File: src/rtl/mem_bus_arbiter.sv
// mem_bus_arbiter: shares one registered bus master between the core data port and the debug port.
// Latency: grant on the edge after a request in IDLE; completion is combinational on bus_ack or timeout.
// Backpressure: requesters hold request and payload until ack; a stalled slave is cut off after TIMEOUT_CYCLES.
// Ports: clk/reset; core mem_* load/store request, mem_rdata_mem/mem_ack_mem response, stall_pipl;
//        debug dbg_* request, dbg_rdata/dbg_ack/dbg_err response; bus_* registered master outputs,
//        bus_rdata/bus_ack slave response.
module mem_bus_arbiter #(
  parameter int TIMEOUT_CYCLES = 255
) (
  input  logic        clk,
  input  logic        reset,
  input  logic        mem_read_mem,
  input  logic        mem_write_mem,
  input  logic [31:0] mem_addr_mem,
  input  logic [31:0] mem_wdata_mem,
  input  logic [2:0]  mem_op_mem,
  output logic [31:0] mem_rdata_mem,
  output logic        mem_ack_mem,
  output logic        stall_pipl,
  input  logic        dbg_req,
  input  logic        dbg_we,
  input  logic [31:0] dbg_addr,
  input  logic [31:0] dbg_wdata,
  input  logic [2:0]  dbg_op,
  output logic [31:0] dbg_rdata,
  output logic        dbg_ack,
  output logic        dbg_err,
  output logic        bus_cyc,
  output logic        bus_stb,
  output logic        bus_we,
  output logic [31:0] bus_addr,
  output logic [31:0] bus_wdata,
  output logic [2:0]  bus_op,
  input  logic [31:0] bus_rdata,
  input  logic        bus_ack
);

  // Counter only has to reach TIMEOUT_CYCLES-1; never narrower than 8 bits.
  localparam int CW = ($clog2(TIMEOUT_CYCLES) > 8) ? $clog2(TIMEOUT_CYCLES) : 8;
  localparam logic [CW-1:0] CNT_LAST = CW'(TIMEOUT_CYCLES - 1);

  typedef enum logic [1:0] {IDLE, GNT_CORE, GNT_DBG} state_t;
  typedef enum logic {LAST_CORE, LAST_DBG} owner_t;

  state_t        state, state_nxt;
  owner_t        last_grant;
  logic [CW-1:0] cnt;
  logic          core_req;
  logic          grant_core, grant_dbg;
  logic          done, timeout;
  logic          cyc_q;

  assign core_req = mem_read_mem | mem_write_mem;

  always_ff @(posedge clk or posedge reset) begin
    if (reset) state <= IDLE;
    else       state <= state_nxt;
  end

  always_comb begin
    state_nxt  = state;
    grant_core = 1'b0;
    grant_dbg  = 1'b0;
    done       = 1'b0;
    timeout    = 1'b0;
    case (state)
      IDLE: begin
        // On a tie the port that did not win last time goes first.
        if (core_req && (!dbg_req || last_grant == LAST_DBG)) begin
          grant_core = 1'b1;
          state_nxt  = GNT_CORE;
        end else if (dbg_req) begin
          grant_dbg = 1'b1;
          state_nxt = GNT_DBG;
        end
      end
      GNT_CORE, GNT_DBG: begin
        // A slave ack on the final allowed cycle wins over the timeout.
        if (bus_ack) begin
          done = 1'b1;
        end else if (cnt == CNT_LAST) begin
          done    = 1'b1;
          timeout = 1'b1;
        end
        if (done) state_nxt = IDLE;
      end
      default: state_nxt = IDLE;
    endcase
  end

  always_ff @(posedge clk or posedge reset) begin
    if (reset) begin
      last_grant <= LAST_DBG;
      cnt        <= '0;
      cyc_q      <= 1'b0;
      bus_we     <= 1'b0;
      bus_addr   <= '0;
      bus_wdata  <= '0;
      bus_op     <= '0;
    end else begin
      if (grant_core || grant_dbg) begin
        cnt   <= '0;
        cyc_q <= 1'b1;
      end else if (done) begin
        cyc_q <= 1'b0;
      end else if (state != IDLE) begin
        cnt <= cnt + CW'(1);
      end

      // Payload is captured only at grant and held for the whole bus cycle.
      if (grant_core) begin
        last_grant <= LAST_CORE;
        bus_we     <= mem_write_mem;
        bus_addr   <= mem_addr_mem;
        bus_wdata  <= mem_wdata_mem;
        bus_op     <= mem_op_mem;
      end else if (grant_dbg) begin
        last_grant <= LAST_DBG;
        bus_we     <= dbg_we;
        bus_addr   <= dbg_addr;
        bus_wdata  <= dbg_wdata;
        bus_op     <= dbg_op;
      end
    end
  end

  assign bus_cyc = cyc_q;
  assign bus_stb = cyc_q;

  // Read data reaches only the owner, and only on a real slave ack (timeout returns zero).
  assign mem_ack_mem   = done && (state == GNT_CORE);
  assign mem_rdata_mem = (state == GNT_CORE && bus_ack) ? bus_rdata : 32'h0;
  assign dbg_ack       = done && (state == GNT_DBG);
  assign dbg_err       = timeout && (state == GNT_DBG);
  assign dbg_rdata     = (state == GNT_DBG && bus_ack) ? bus_rdata : 32'h0;

  assign stall_pipl = core_req & ~mem_ack_mem;

endmodule

File: config.mk
export PLATFORM = sky130hd
export DESIGN_NAME = mem_bus_arbiter
export DESIGN_NICKNAME = d
export VERILOG_FILES = /design/src/rtl/mem_bus_arbiter.sv
export SDC_FILE = /design/constraint.sdc
export NUM_CORES = 1
export LEC_CHECK = 0
export BUFFER_PORTS_ARGS = -buffer_cell sky130_fd_sc_hd__buf_2
export CORE_AREA = 2 2 120 122
export CTS_BUF_LIST = sky130_fd_sc_hd__clkbuf_16
export CTS_CLUSTER_SIZE = 14
export DETAILED_ROUTE_END_ITERATION = 10
export DIE_AREA = 0 0 122 124
export PLACE_DENSITY_LB_ADDON = 0.12
export SLEW_MARGIN = 0
export SYNTH_ARGS = -nofsm -noshare
export SYNTH_HDL_FRONTEND = slang
export SYNTH_SLANG_ARGS = --single-unit
File: constraint.sdc
create_clock -name clk -period 4.8 [get_ports clk]
set_input_delay 0.48 -clock clk [delete_from_list [all_inputs] [get_ports clk]]
set_output_delay 0.48 -clock clk [all_outputs]
set_load 0.005 [all_outputs]
==> results of run 1 <==
flip-flops by register name (all words and copies together), names as in the netlist:
register / flops
bus_cyc: 1
last_grant: 1
bus_wdata: 32
state: 2
cnt: 8
bus_we: 1
bus_addr: 32
bus_op: 3
layout by cell type, fill, tap and decap left out, drive strengths merged:
| master | Yosys | final |
|---|---|---|
| o31ai | 1 | 1 |
| clkbuf | 24 | 9 |
| o2bb2ai | 2 | 2 |
| ha | 5 | 5 |
| o22ai | 1 | 1 |
| nor2 | 2 | 2 |
| nand4b | 1 | 1 |
| and2 | 2 | 2 |
| buf | 15 | 314 |
| nand4 | 2 | 2 |
| a21oi | 3 | 3 |
| nand2 | 79 | 79 |
| or4b | 1 | 1 |
| nor2b | 1 | 1 |
| bufinv | 0 | 1 |
| dfstp | 1 | 1 |
| dfrtp | 79 | 79 |
| and3 | 65 | 65 |
| o21ai | 74 | 74 |
| inv | 9 | 11 |
| clkinv | 0 | 2 |
| nor3 | 3 | 3 |
| a31oi | 1 | 1 |
| nand3 | 5 | 5 |
| a21boi | 1 | 1 |
| diode | 0 | 1 |
| mux2i | 71 | 71 |
| or4 | 1 | 1 |
| o211ai | 4 | 4 |
| clkinvlp | 0 | 2 |
worst paths after layout:
check / to / slack (ns) / cells after the start
min in group clk: bus_wdata[1] / 0.41 / 3
worst max-delay path: bus_wdata[27] / 1.87 / 6
max in group asynchronous: bus_wdata[14] / 3.62 / 3
worst min-delay path: bus_wdata[1] / 0.11 / 2
worst max register to register: bus_wdata[27] / 1.87 / 6
worst min register to register: last_grant / 0.47 / 2
stage by stage:
step / utilization / std cells
CTS: 0.4523 / 924
global route: 0.4525 / 925
detailed placement: 0.4308 / 908
floorplan: - / 453
finish: 0.4525 / 925
global placement: 0.4308 / 908
worst max-delay path: stages, from the launching register on:
cell,delay [ns]
dfrtp_1,0.39
inv_1,0.09
ha_1,0.30
or4b_1,0.63
nand2_4,0.78
buf_4,0.42
o21ai_1,0.13
cell families (layout without fill, tap and decap cells):
family / count (synthesis) / count (layout) / synth area share
mux: 71 / 71 / 0.1649
other cells: 0 / 1 / 0
fa+ha+maj: 5 / 5 / 0.01451
flops: 80 / 80 / 0.4647
compound gates: 87 / 87 / 0.1080
buf+inv: 48 / 339 / 0.05864
simple gates: 162 / 162 / 0.1893
cell type report:
class,instances,area share
diodes,1,0.0004031
clock buffers,9,0.03628
clock inverters,7,0.01129
inverters,9,0.005643
multi-input cells,325,0.3327
flip-flops and latches,80,0.3227
well taps,180,0.03628
repair buffers,314,0.2547
per-layer routing:
layer	routed length [um]	vias up	share of wire	track usage
met1	5134	1909	0.37	0.1906
met3	1245	24	0.090	0.04991
met5	27	-	0.0019	0
li1	-	2149	-	-
met2	7186	201	0.52	0.3369
met4	259	4	0.019	0.06322
power breakdown:
group	switching, mW	internal, mW
logic	0.815	0.613
registers	0.169	0.997
clock network	0.283	0.403
==> flow_summary.yaml, run 1 <==
outcome:
  status: "complete, no violations"
final_layout:
  drive_gt1_frac: 0.4476
  synthToLayoutAreaGrowth_pct: 44.03
  regArea_mm2: 0.002003
  finalInstanceArea_mm2: 0.006208
  multi_input_area_mm2: 0.002066
  fillers: 1377
  nNetsFinal: 917
critical_path:
  worstPathArrival_ns: 3.14
  critPathLaunchType: "register"
  worstPathMaxFanout: 115
  startpoint: "state[0]"
  end_kind: "register"
  required_ns: 5.01
  r2r-start: "state[0]"
  path_class: "register to register"
logic_synthesis:
  synth_cells: 453
  yosysUniqueCellTypes: 32
  yosysMostFrequentCell: "dfrtp_1"
  async_flop_share: 1.000
  postSynthRegisterBits: 80
  synth.top_cell.area_share: 0.4586
  synth_area_leader_cell: "dfrtp_1"
  ys.flop_type: "dfrtp_1"
  synth_edf_count: 0
  synth.avg_cell_area_um2: 9.515
  synthTopCellsByCount: "dfrtp_1, nand2_1, mux2i_1"
  netlist_top_cells_area: "dfrtp_1, mux2i_1, and3_1, nand2_1, o21ai_1"
  syn_nets: 631
  netlist_area_mm2: 0.004310
  yosysSeqAreaShare: 0.4647
  yosysWarnings: 0
die:
  fp.dieW_um: 122
  coreArea_mm2: 0.01372
  initial_utilization: 0.3142
  rows: 43
  die_y_um: 124
  die_area_mm2: 0.01513
  pin_count: 311
placement:
  pre_cts_slack_ns: 1.861
  hpwlAfterDp_um: 10700
  gp_congestion: 0.8487
  port_buffers: 310
  placed_area_mm2: 0.005911
power_and_ir_drop:
  powerDensity_mw_per_mm2: 528.2
  fin_total_pwr_mw: 3.279
  power.leakage_nw: 3.659
  peakVddDrop_mv: 0.2593
timing:
  setup_ws_ns: 1.869
  hold_violations: 0
  fin_setup_tns_ns: 0
  min_period_over_period: 0.6105
  hold_ws_ns: 0.1106
  setup_viol: 0
  rsz0062_at_grt: "false"
  slew_headroom: 0.2808
  drv_slew: 0
  fmax_mhz: 341.2
  final.min_clock_period_ns: 2.931
  worstMarginPinSlew_ns: 1.079
  fin_skew_ns: 0.007616
worst_hold_path:
  hold_path.class: "primary input to asynchronous set/reset pin"
global_route:
  grt_max_degree: 116
  antenna_found_initial: 3
  grt_pass1_vias: 4088
  grt_overflow: 0
  grt_pass1_wl_um: 20800
  grt.total_usage: 0.1788
cts:
  cts_resized: 0
  numCtsBuffers: 9
  htreeDepth: 3
  postCtsHoldBufs: 0
  cts_sinks: 80
  clock-root-buffer: "clkbuf_16"
  cts_tree: "built"
  worstSkewPairLatency_ns: 0.34
  postCtsSetupRepairBufs: 0
  max-clock-path-buffers: 2
  clk_pin_slew_ns: 0.07
detailed_routing:
  routed_wl_um: 13850
  vias: 4287
  firstDrtPassIters: 4
  via_per_inst: 4.635
  avgRoutedWirePerCell_um: 14.98
  post-route-drc-count: 0
  ant_nets: 0
  drt_iter0_drc: 183
flow_run:
  maxCapViolCount: 0
(Power assumes the default switching activity.)
==> inputs of run 2 (changes only) <==
ABC_AREA = 1   (was not set)
clock period = 2.49 ns   (was 4.8 ns; I/O delays follow)
==> run 2 against run 1 <==
Compared with the run above:
- final cell count is 30% higher
- via count is 22% higher
- critical endpoint is now stall_pipl
- synthesized area is 9.1% higher
- hold slack better by 0.055 ns
- clock power is 110% higher
- die area stayed put
- sequential share of layout area is 2.4 points lower
- combinational power is 140% higher
- register-to-register slack worse by 1.2 ns
==> flow_summary.yaml, run 2 <==
outcome:
  status: "complete, no violations"
critical_path:
  worst_path_most_repeated_cell: "nand2_1"
  required_ns: 2.24
  path_class: "register to output pin"
  worstPathArrival_ns: 1.97
  end_kind: "output pin"
  worstPathMaxFanout: 8
  cp_slowest_cell: "dfrtp_1"
  critPathMaxStageDelay_ns: 0.39
  critPathLaunchType: "register"
  path_cells: "inv_1 -> ha_1 -> nand2_1 -> nor2_1 -> nand2_1 -> nand2_2 -> nand2_1 -> o21ai_0 -> inv_1 -> buf_2"
cts:
  clock-root-buffer: "clkbuf_16"
  cts_tree: "built"
  max-clock-path-buffers: 2
  cts_resized: 0
  postCtsSetupRepairBufs: 0
  cts_sinks: 80
  numCtsBuffers: 9
  worstSkewPairLatency_ns: 0.34
  postCtsHoldBufs: 1
  htreeDepth: 3
  clk_pin_slew_ns: 0.06
logic_synthesis:
  yosysUniqueCellTypes: 24
  netlist_area_mm2: 0.004701
  synthTopCellsByCount: "nand2_1, nor2_1, inv_1"
  synth_cells: 726
  synth_edf_count: 0
  async_flop_share: 1.000
  yosysMostFrequentCell: "nand2_1"
  synth.top_cell.area_share: 0.4205
  synth.avg_cell_area_um2: 6.475
  netlist_top_cells_area: "dfrtp_1, nand2_1, nor2_1, inv_1, o21ai_1"
  ys.flop_type: "dfrtp_1"
  yosysSeqAreaShare: 0.4261
  yosysWarnings: 0
  syn_nets: 904
  postSynthRegisterBits: 80
  synth_area_leader_cell: "dfrtp_1"
detailed_routing:
  dr_wl_met2_um: 8060
  wl_met3_um: 1297
  via_per_inst: 4.323
  avgRoutedWirePerCell_um: 13.08
  vias: 5213
  wirelength_met1_um: 6104
  firstDrtPassIters: 4
  ant_nets: 0
  post-route-drc-count: 0
  drt_iter0_drc: 207
  routed.top_layer: "met4"
  routed_wl_um: 15780
die:
  coreArea_mm2: 0.01372
  rows: 43
  initial_utilization: 0.3426
  fp.dieW_um: 122
  die_y_um: 124
  pin_count: 311
  die_area_mm2: 0.01513
timing:
  rsz0062_at_grt: "false"
  slew_headroom: 0.3858
  final.min_clock_period_ns: 2.218
  worstMarginPinSlew_ns: 0.9169
  fin_skew_ns: 0.007853
  drv_slew: 0
  fmax_mhz: 450.9
  setup_ws_ns: 0.2721
  setup_viol: 0
  min_period_over_period: 0.8907
  hold_violations: 0
  fin_setup_tns_ns: 0
final_layout:
  regArea_mm2: 0.002003
  synthToLayoutAreaGrowth_pct: 42.77
  layout_commonest_cell: "buf_2"
  fillers: 1448
  reg_top3: "bus_addr: 32 flops, bus_wdata: 32 flops, cnt: 8 flops"
  nNetsFinal: 1200
  multi_input_area_mm2: 0.002053
  diodes: 0
  drive_gt1_frac: 0.3353
  layout_common_cells: "buf_2, nand2_1, nor2_1"
power_and_ir_drop:
  fin_total_pwr_mw: 7.066
  power.leakage_nw: 4.252
  powerDensity_mw_per_mm2: 1053
  peakVddDrop_mv: 0.5835
worst_hold_path:
  hold_path.class: "primary input to register"
global_route:
  antenna_found_initial: 1
  grt_pass1_vias: 4819
  grt_pass1_wl_um: 23690
  grt_max_degree: 49
  grt.total_usage: 0.2018
  grt_overflow: 0
placement:
  port_buffers: 310
  pre_cts_slack_ns: 0.5811
  hpwlAfterDp_um: 12000
  gp_congestion: 0.8570
flow_run:
  maxCapViolCount: 0
[run 2: cell count changes in the layout (fill, tap and decap cells not counted), moves of 5 or more]
cell     change
inv_1      +106
mux2i_1     -71
nor2_1     +142
nand2_1    +171
o21ai_1      -5
and3_1      -65
nand3_1      +7
[run 2: kinds of logic after synthesis]
kind of cell,synth area share
adder cells (fa/ha/maj),0.01331
buffers and inverters,0.1395
flip-flops,0.4261
AND/OR/NAND/NOR,0.3375
AO/OA/AOI/OAI,0.08358
[run 2: final cells by class]
cell class                 count  area share
timing repair buffer         322      0.2506
tap                          180     0.03356
multi-input combinational    493      0.3059
clock buffer                   9     0.03356
sequential                    80      0.2985
inverter                     116     0.06506
clock inverter                 6     0.01286
[run 2: worst paths after layout]
kind	start	endpoint	slack, ns	cells after the start
setup / recovery	cnt[0]	stall_pipl	0.27	10
hold / removal	mem_wdata_mem[20]	bus_wdata[20]	0.17	3
setup reg to reg	last_grant	bus_wdata[5]	0.67	5
hold reg to reg	bus_addr[11]	bus_addr[11]	0.48	2
max in group asynchronous	reset	bus_addr[18]	1.31	4
min in group asynchronous	reset	bus_addr[20]	0.53	3
[run 2: stage by stage]
stage / hold slack (ns) / area, um2 / cells / utilization
3_3_place_gp: 0.3549 / 6390 / 1190 / 0.4658
4_1_cts: 0.1565 / 6711 / 1206 / 0.4892
2_1_floorplan: 0.4145 / 4701 / 726 / -
6_report: 0.1657 / 6711 / 1206 / 0.4892
3_5_place_dp: 0.3528 / 6390 / 1190 / 0.4658
5_1_grt: 0.1709 / 6711 / 1206 / 0.4892
[run 2: critical path: cells and delay by family (launching register included)]
kind                       cells  cell delay [ns]
AOI/OAI and AO/OA              1             0.20
adders and majority gates      1             0.17
buffers and inverters          3             0.29
DFF                            1             0.39
and+or+nand+nor                5             0.58
[run 2: layer usage]
metal  track usage  vias up
met5             0        -
met4       0.07543        0
met3       0.04762       21
met2        0.3750      196
met1        0.2232     2271
li1              -     2725
[run 2: power breakdown]
group / switching, mW / internal [mW]
Clock: 0.545 / 0.871
Combinational: 2.05 / 1.32
Sequential: 0.339 / 1.94
